`src/rtl/cpu_debug_port.sv`:
```
// Host-side debug port for the CPU: owns cpu_tick generation, halting, single-step and
// control-word injection with a break-before-make ctrlen/cw_oe handover.
module cpu_debug_port #(
  parameter int unsigned TICK_DIV = 4,
  parameter int unsigned CW_WIDTH = 32
) (
  input  logic                clk,
  input  logic                rstn,
  input  logic                cmd_valid,
  output logic                cmd_ready,
  input  logic [1:0]          cmd_op,
  input  logic [CW_WIDTH-1:0] cmd_data,
  output logic                rsp_valid,
  output logic [7:0]          rsp_data,
  output logic                halted,
  input  logic                brk,
  input  logic [7:0]          main_bus,
  output logic                cpu_tick,
  output logic                ctrlen,
  output logic [CW_WIDTH-1:0] cw_out,
  output logic                cw_oe
);

  typedef enum logic [2:0] {
    StHalted, StRun, StStepT, StInjSetup, StInjDrive, StInjTick, StInjHold, StInjRel
  } state_e;

  localparam logic [1:0] OpRun    = 2'd0;
  localparam logic [1:0] OpHalt   = 2'd1;
  localparam logic [1:0] OpStep   = 2'd2;
  localparam logic [1:0] OpInject = 2'd3;
  localparam logic [7:0] DivLast  = 8'(TICK_DIV - 1);

  state_e                state_q, state_d;
  logic [7:0]            div_q, div_d;
  logic [7:0]            cap_q, cap_d;
  logic [CW_WIDTH-1:0]   word_q, word_d;
  logic [7:0]            rsp_data_d;
  logic                  rsp_valid_d, tick_d, accept;

  assign accept = cmd_valid && cmd_ready;

  always_comb begin
    state_d     = state_q;
    div_d       = div_q;
    cap_d       = cap_q;
    word_d      = word_q;
    rsp_valid_d = 1'b0;
    rsp_data_d  = rsp_data;
    tick_d      = 1'b0;
    unique case (state_q)
      StHalted: begin
        if (accept) begin
          unique case (cmd_op)
            OpRun: begin
              state_d     = StRun;
              div_d       = 8'd0;
              rsp_valid_d = 1'b1;
              rsp_data_d  = 8'h00;
            end
            OpHalt: begin
              rsp_valid_d = 1'b1;
              rsp_data_d  = 8'h00;
            end
            OpStep: begin
              state_d = StStepT;
              tick_d  = 1'b1;
            end
            OpInject: begin
              state_d = StInjSetup;
              word_d  = cmd_data;
            end
            default: ;
          endcase
        end
      end
      StRun: begin
        div_d  = (div_q == DivLast) ? 8'd0 : div_q + 8'd1;
        tick_d = (div_q == DivLast);
        if (accept) begin
          rsp_valid_d = 1'b1;
          rsp_data_d  = (cmd_op == OpStep || cmd_op == OpInject) ? 8'hFF : 8'h00;
          if (cmd_op == OpHalt) begin
            state_d = StHalted;
            div_d   = 8'd0;
            tick_d  = 1'b0;
          end
        end
        // A breakpoint raised while a tick is in flight is ignored until the next sample.
        if (brk && !cpu_tick) begin
          state_d = StHalted;
          div_d   = 8'd0;
          tick_d  = 1'b0;
        end
      end
      StStepT: begin
        state_d     = StHalted;
        rsp_valid_d = 1'b1;
        rsp_data_d  = 8'h00;
      end
      StInjSetup: state_d = StInjDrive;
      StInjDrive: begin
        state_d = StInjTick;
        tick_d  = 1'b1;
      end
      StInjTick: begin
        state_d = StInjHold;
        cap_d   = main_bus;
      end
      StInjHold: state_d = StInjRel;
      StInjRel: begin
        state_d     = StHalted;
        rsp_valid_d = 1'b1;
        rsp_data_d  = cap_q;
      end
      default: state_d = StHalted;
    endcase
  end

  // Moore outputs are registered from the next state so they line up with state_q.
  always_ff @(posedge clk) begin
    if (!rstn) begin
      state_q   <= StHalted;
      div_q     <= 8'd0;
      cap_q     <= 8'd0;
      word_q    <= '0;
      rsp_valid <= 1'b0;
      rsp_data  <= 8'd0;
      cpu_tick  <= 1'b0;
      halted    <= 1'b1;
      cmd_ready <= 1'b1;
      ctrlen    <= 1'b1;
      cw_oe     <= 1'b0;
      cw_out    <= '0;
    end else begin
      state_q   <= state_d;
      div_q     <= div_d;
      cap_q     <= cap_d;
      word_q    <= word_d;
      rsp_valid <= rsp_valid_d;
      rsp_data  <= rsp_data_d;
      cpu_tick  <= tick_d;
      halted    <= (state_d != StRun);
      cmd_ready <= (state_d inside {StHalted, StRun});
      ctrlen    <= !(state_d inside {StInjSetup, StInjDrive, StInjTick, StInjHold, StInjRel});
      cw_oe     <= (state_d inside {StInjDrive, StInjTick, StInjHold});
      cw_out    <= (state_d inside {StInjDrive, StInjTick, StInjHold}) ? word_d : '0;
    end
  end

endmodule

```
`config.mk`:
```
export PLATFORM = sky130hd
export DESIGN_NAME = cpu_debug_port
export DESIGN_NICKNAME = d
export VERILOG_FILES = /design/src/rtl/cpu_debug_port.sv
export SDC_FILE = /design/constraint.sdc
export NUM_CORES = 1
export LEC_CHECK = 0
export ABC_AREA = 1
export CAP_MARGIN = 25
export CORE_ASPECT_RATIO = 1.2
export CORE_MARGIN = 2
export CORE_UTILIZATION = 50
export CTS_BUF_LIST = sky130_fd_sc_hd__clkbuf_4 sky130_fd_sc_hd__clkbuf_8
export DETAILED_ROUTE_END_ITERATION = 10
export GPL_TIMING_DRIVEN = 1
export PLACE_DENSITY_LB_ADDON = 0.1
export SLEW_MARGIN = 5
export SYNTH_ARGS = -nofsm -noshare
export SYNTH_HDL_FRONTEND = slang
export SYNTH_SLANG_ARGS = --single-unit
```
`constraint.sdc`:
```
create_clock -name clk -period 1.86 [get_ports clk]
set_clock_uncertainty 0.15 [all_clocks]
set_input_delay 0.372 -clock clk [delete_from_list [all_inputs] [get_ports clk]]
set_output_delay 0.372 -clock clk [all_outputs]
set_load 0.005 [all_outputs]
```
# [Yosys cells after proc, flatten, opt, wreduce, memory -nomap -nowiden]
# Index checks and enable logic that the tools add are counted.
# W data, S select, Z words.
[classes] n_eq_ne=22 muxes=31 addsub=1 n_reduce_logical=18
[op_table] operator="$mux W32" n=3
[op_table] operator="$mux W8" n=10
[op_table] operator="$pmux W8 S4" n=1
[op_table] operator="$eq A3 B3 Y1 const B" n=8
[op_table] operator="$pmux W3 S7" n=1
[op_table] operator="$pmux W8 S2" n=1
[op_table] operator="$mux W3" n=4
[op_table] operator="$eq A3 B2 Y1 const B" n=3
[op_table] operator="$pmux W3 S3" n=1
[op_table] operator="$add A8 B1 Y8 const B" n=1
[op_table] operator="$eq A8 B2 Y1 const B" n=1
[op_table] operator="$mux W1" n=8
[op_table] operator="$eq A3 B1 Y1 const B" n=2
[op_table] operator="$logic_not A3 Y1" n=2
[op_table] operator="$ne A2 B2 Y1 const B" n=3
[op_table] operator="$pmux W1 S3" n=2
[op_table] operator="$reduce_bool A5 Y1" n=1
[op_table] operator="$eq A2 B2 Y1 const B" n=2
[op_table] operator="$reduce_and A4 Y1" n=1
[op_table] operator="$reduce_bool A2 Y1" n=2
[op_table] operator="$reduce_bool A4 Y1" n=1
[op_table] operator="$reduce_or A2 Y1" n=2
[op_table] operator="$ne A3 B1 Y1 const B" n=1
[op_table] operator="$reduce_and A3 Y1" n=1
[op_table] operator="other kinds (8)" n=10
[totals] out_inout_bits=46 inputBits=46 register_bits=97

# [Longest topological paths before layout]
# Gate-level depths: netlist of the first run.
[depth] depth_word=8 mapped_depth=9 depth_no_buf=9

# [Worst setup path before layout of the first run]
# No wires, ideal clock.
[synth_path] kind="input to register" start="input cmd_op[0]" end="register div_q[7]" path_stages=8 t_arrival_ps=1291 setup_slack_ps=308 path_cell_list="inv_1 ha_1 nand3_1 o21ai_2 buf_2 nand3_1 nand3_1 nor2_1"
[synth_between] elab_chain_len=5 word_cells_on_any_way=8
[synth_rtl] item="from (decl)" line="11" text="input logic [1:0] cmd_op,"
[synth_rtl] item="$eq A2 B1 Y1" line="83" text="if (cmd_op == OpHalt) begin"
[synth_rtl] item="$mux W8" line="83"
[synth_rtl] item="$mux W8" line="80" text="if (accept) begin"
[synth_rtl] item="$mux W8" line="90" text="if (brk && !cpu_tick) begin"
[synth_rtl] item="$pmux W8 S2" line="51" text="unique case (state_q)"
[synth_rtl] item="to (signal assigned)" line="137" text="div_q <= div_d;"
[synth_rtl] item="to (decl)" line="35" text="logic [7:0] div_q, div_d;"
# Parallel ways exist; a longest one is shown, timed or not.
# A chain may end at the register's enable or synchronous reset.

# [Worst setup path after layout of the first run]
[layout_path] start="register cmd_ready" end="output cmd_ready"
[layout_rtl] item="from (decl)" line="10" text="output logic cmd_ready,"
[layout_rtl] item="from (signal assigned)" line="144" text="cmd_ready <= (state_d inside {StHalted, StRun});"
# No word-level cell between the ends.

==> results.yml, run 1 <==
clocking:
  insertion_delay_ns: 0.35
  cts_max_path_buffers: 2
  cts-root-buf: "clkbuf_8"
  cts.sinks: 97
  clkTransAtPathRegs_ns: 0.08
  cts_tree: "yes"
  htreeDepth: 3
  cts_inserted_buffers: 9
critical_path:
  arrival_ns: 1.27
  cp_num_buf_inv: 1
  worstPathCellList: "clkdlybuf4s50_1"
  crit_path_start_kind: "flop"
  critPathMaxFanout: 4
  cpMaxStageDelayCell: "clkdlybuf4s50_1"
  critical_path_required_ns: 1.34
  cpPeakStageDelay_ns: 0.52
  crit_family: "buffers and inverters"
  critPathKind: "flop to output pin"
  cp-end-kind: "output pin"
die:
  fp.dieW_um: 81.61
  io_pins: 92
  die-height_um: 97.13
  die_area_mm2: 0.007926
  start_util: 0.5209
  placementRows: 33
  core_area_mm2: 0.006937
power:
  p_comb_frac: 0.132
  p_leak_nw: 2.146
  max-vdd-ir-drop_mv: 0.5818
  clkPwrFrac: 0.333
  seqPwrFrac: 0.535
  powerDensity_mw_per_mm2: 825.1
  switching_share: 0.2436
  p_int_mw: 3.096
  switching_power_uw: 996.8
run:
  cap_violations: 0
timing:
  finalCritPeriodShare: 0.9654
  setup_tns_ns: 0
  period_needed_ns: 1.796
  fmax_mhz: 556.9
  relSlewSlack: 0.7259
  setup_violations: 0
  rsz0062_at_grt: "false"
  drv_slew: 0
  hold_viol: 0
  worst_pin_slew_ns: 0.4080
synthesis:
  yosys_warnings: 0
  synth.avg_cell_area_um2: 7.607
  ys_seq_area_frac: 0.5374
  synth.ff_latch_count: 97
  synth_nets: 526
  syn_area_mm2: 0.003613
  synth_cells: 475
  synth_cell_type_count: 24
drt:
  drtIter0Drc: 120
  postRouteWirelength_um: 7220
  antenna_left: 0
  drc: 0
  first_pass_iters: 4
  post_drt_via_cell_ratio: 4.675
  wl_per_cell_um: 10.78
  vias: 3132
final_layout:
  design_area_mm2: 0.004960
  final_cell_mix: "nor2_1, dfxtp_1, clkdlybuf4s50_1"
  mostFrequentLayoutCell: "nor2_1"
  final_util: 0.7150
  final_nets: 630
  drive_gt1_frac: 0.08233
  fin_cells: 670
  area_delta_synth_final_pct: 37.26
  antenna_cells: 0
grt:
  grt_use_total: 0.1903
  grt_max_degree: 34
  grt_first_pass_wirelength_um: 12050
  grt.overflow.total: 0
  first_global_vias: 2874
  antenna_found_initial: 0
status:
  status: "finished, final reports clean"
min_path:
  hp-class: "flop to flop"
place:
  place_inst: 655
  dp_hpwl_um: 5235
  place_congestion: 0.8132
  placed_cell_area_mm2: 0.004746
  numPortBuffers: 91
[timing repair]
item | 4_1_cts | 5_1_grt
hold buffers | 0 | 0
pin swaps | 0 | 1
gates resized for setup | 1 | 3
endpoints found under the setup margin | 8 | 8
cloned | 0 | 0
setup buffers | 0 | 0
[sequential cells by signal, indices dropped and copies added (netlist names), 3 cells and up]
register and flops:
cw_out 32, word_q 32, cap_q 8, div_q 8
rsp_data 8, state_q 3
[power groups by stage]
stage          combinational, mW  sequential [mW]  clock [mW]
3_3_place_gp               0.530             2.24           0
3_5_place_dp               0.540             2.24           0
6_report                   0.541             2.19        1.36
4_1_cts                    0.545             2.19        1.39
2_1_floorplan              0.279             2.23           0
5_1_grt                    0.608             2.20        1.48
[cell usage after synthesis]
library cell	count	area, µm²
dfxtp_1	97	1942
o211ai_1	2	15.01
a21oi_1	15	75.07
nand3_1	23	115.1
buf_6	1	11.26
o21ai_2	1	8.760
nand2_2	2	12.51
a31oi_1	1	6.260
clkinv_1	1	3.750
nor2_4	1	11.26
nor2_8	1	20.02
nor2_1	102	382.9
o21ai_1	32	160.2
nand3_2	2	20.02
buf_2	5	25.02
inv_1	66	247.7
o21ai_0	17	85.08
ha_1	5	62.56
clkbuf_1	7	26.28
nor3_1	2	10.01
buf_4	6	45.04
nand2_1	82	307.8
inv_2	2	7.510
or2_2	2	12.51
[stage by stage]
stage / setup slack (ns) / hold WS (ns) / total power, mW
final: 0.06434 / 0.2968 / 4.092
after global routing: 0.0009377 / 0.3192 / 4.286
after CTS: 0.03457 / 0.3002 / 4.129
after detailed placement: -0.3995 / 0.2878 / 2.777
after global placement: -0.3475 / 0.2851 / 2.767
after floorplan: 0.3080 / 0.2746 / 2.512
[final timing paths]
check	cells past startpoint	start	to	slack, ns
min	2	cap_q[5]	cap_q[5]	0.30
min reg2reg	2	cap_q[5]	cap_q[5]	0.30
max	1	cmd_ready	cmd_ready	0.06
max reg2reg	6	state_q[2]	div_q[6]	0.16
[cell type report]
type / count / area, µm²
Sequential cell: 97 / 1942
Timing Repair Buffer: 112 / 1136
Tap cell: 87 / 108.9
Clock inverter: 5 / 63.81
Multi-Input combinational cell: 290 / 1313
Inverter: 69 / 259.0
Clock buffer: 10 / 137.6
Fill cell: 567 / 1977
[logic make-up (layout without fill, tap and decap cells)]
family,count (synthesis),in the layout,synth area share
buf+inv,88,196,0.1015
flops,97,97,0.5374
simple gates,217,217,0.2469
fa+ha+maj,5,5,0.01731
compound gates,68,68,0.09695
[metal layers]
layer  global-route usage  wire length (µm)  vias up
met2               0.3304              3467       82
met1               0.2233              3208     1378
li1                     -                 -     1659
met3              0.03439               387       13
met5                    0                 0        -
met4              0.08333               156        0
(Power assumes the default switching activity.)
==> run 2, diff against run 1 <==
Settings changed: ABC_CLOCK_PERIOD_IN_PS set to 1600, CORE_UTILIZATION 50 to 45, SLEW_MARGIN 5 to not set.
Clock period 1.86 ns to 1.6 ns, I/O delays scaled along.
==> run 2 against run 1 <==
The run now ends with design-rule violations left. First-iteration DRC count decreased by 16%. Sequential cell count unchanged. Final cell count increased by 3.4%. Hold slack improved by 0.0023 ns. Critical endpoint is now cw_out[29]. Core utilization decreased by 3.3 points. Sequential power increased by 17%.
==> results.yml, run 2 (synthesized netlist as in run 1, its figures left out) <==
status:
  status: "complete, but fails checks"
  violations: "design-rule violations"
die:
  start_util: 0.4662
  die-height_um: 102.2
  fp.dieW_um: 85.80
  core_area_mm2: 0.007751
  die_area_mm2: 0.008765
  placementRows: 35
  io_pins: 92
clocking:
  htreeDepth: 3
  insertion_delay_ns: 0.36
  postCtsHoldBufs: 0
  cts_inserted_buffers: 9
  cts-root-buf: "clkbuf_8"
  cts.sinks: 97
  cts_max_path_buffers: 2
  cts_tree: "yes"
  clkTransAtPathRegs_ns: 0.09
drt:
  drtIter0Drc: 101
  antenna_left: 0
  wl_met3_um: 439
  wl_per_cell_um: 12.18
  post_drt_via_cell_ratio: 4.859
  drc: 10
  vias: 3367
  wl_met2_um: 4211
  routedLengthMet1_um: 3561
  first_pass_iters: 10
  postRouteWirelength_um: 8438
  highest_layer: "met4"
grt:
  grt_first_pass_wirelength_um: 12280
  antenna_found_initial: 0
  grt_max_degree: 35
  grt.overflow.total: 0
  first_global_vias: 2947
  grt_use_total: 0.1755
critical_path:
  critPathMaxFanout: 6
  critical_path_required_ns: 1.75
  cp-end-kind: "flop"
  crit_path_start_kind: "flop"
  startpoint: "state_q[0]"
  critPathKind: "flop to flop"
  arrival_ns: 1.73
  rr_startpoint: "state_q[0]"
final_layout:
  fin_cells: 693
  final_nets: 647
  area_delta_synth_final_pct: 46.19
  largestRegisters: "cw_out: 32 flops, word_q: 32 flops"
  antenna_cells: 0
  drive_gt1_frac: 0.2246
  final_util: 0.6815
  mostFrequentLayoutCell: "nor2_1"
  nFillCells: 638
  final_cell_mix: "nor2_1, dfxtp_1, inv_1"
timing:
  setup_violations: 0
  period_needed_ns: 1.584
  worst_pin_slew_ns: 0.4393
  drv_slew: 0
  rsz0062_at_grt: "true"
  relSlewSlack: 0.7049
  fmax_mhz: 631.5
  finalCritPeriodShare: 0.9897
  hold_viol: 0
power:
  powerDensity_mw_per_mm2: 892.5
  power_mw: 4.715
  p_leak_nw: 2.460
  max-vdd-ir-drop_mv: 0.4512
min_path:
  hp-class: "flop to flop"
  holdCritStartpoint: "cap_q[4]"
place:
  dp_hpwl_um: 5366
  place_inst: 666
  place_congestion: 0.7945
  numPortBuffers: 91
run:
  cap_violations: 0
==> run 2: changes by cell type in the layout (fill, tap and decap cells not counted), moves of 13 or more <==
cell | before | now
dfxtp_1 | 97 | 83
o21ai_2 | 1 | 33
dlygate4sd2_1 | 0 | 46
nand2_1 | 81 | 61
clkdlybuf4s50_1 | 89 | 42
dfxtp_2 | 0 | 13
o21ai_1 | 32 | 0
nand2_2 | 2 | 22
==> run 2: per-stage QoR <==
| step | worst slack, ns | area (µm²) | setup TNS (ns) | hold WS [ns] |
|---|---|---|---|---|
| finish | 0.01641 | 5283 | 0 | 0.2990 |
| global route | -0.07847 | 5283 | -1.335 | 0.3250 |
| CTS | 0.001215 | 4910 | 0 | 0.3025 |
| detailed placement | -0.5937 | 4772 | -35.40 | 0.2898 |
| global placement | -0.5581 | 4772 | -32.90 | 0.2861 |
| floorplan | 0.09999 | 3613 | 0 | 0.2746 |
==> run 2: power by group <==
part	switching [mW]	internal, mW	total, mW
registers	0.0471	2.51	2.56
logic	0.353	0.375	0.728
clock network	0.844	0.585	1.43
total	1.24	3.47	4.71
==> run 2: cell type report <==
type / instances / area [µm²] / area share
clock inverter: 6 / 42.54 / 0.008053
multi-input combinational: 291 / 1499 / 0.2838
clock buffer: 10 / 131.4 / 0.02487
sequential: 97 / 1962 / 0.3714
inverter: 69 / 261.5 / 0.04950
timing repair buffer: 128 / 1271 / 0.2406
tap: 92 / 115.1 / 0.02179
==> run 2: path summary, 6_finish.rpt <==
check	to	slack [ns]	depth (start not counted)
max	cw_out[29]	0.02	9
min	cap_q[4]	0.30	2
max reg2reg	cw_out[29]	0.02	9
min reg2reg	cap_q[4]	0.30	2
==> run 2: critical path: stages, from the launching register on <==
cell     delay (ns)
dfxtp_4        0.37
inv_4          0.06
nand2_2        0.06
nor2_4         0.13
nand2_4        0.10
nor2_8         0.23
buf_6          0.14
buf_6          0.12
o21ai_2        0.06
nor2_1         0.11
==> run 2: timing repair <==
action                     4_1_cts  5_1_grt
setup buffers                    1        3
pin swaps                        1       12
gates cloned                     0        7
gates resized for setup         60       70
setup endpoints to repair       80       78
==> run 2: metal layers <==
layer	vias up	global-route usage
met4	0	0.09280
met1	1554	0.1972
met2	91	0.3149
li1	1703	-
met3	19	0.03312
met5	-	0
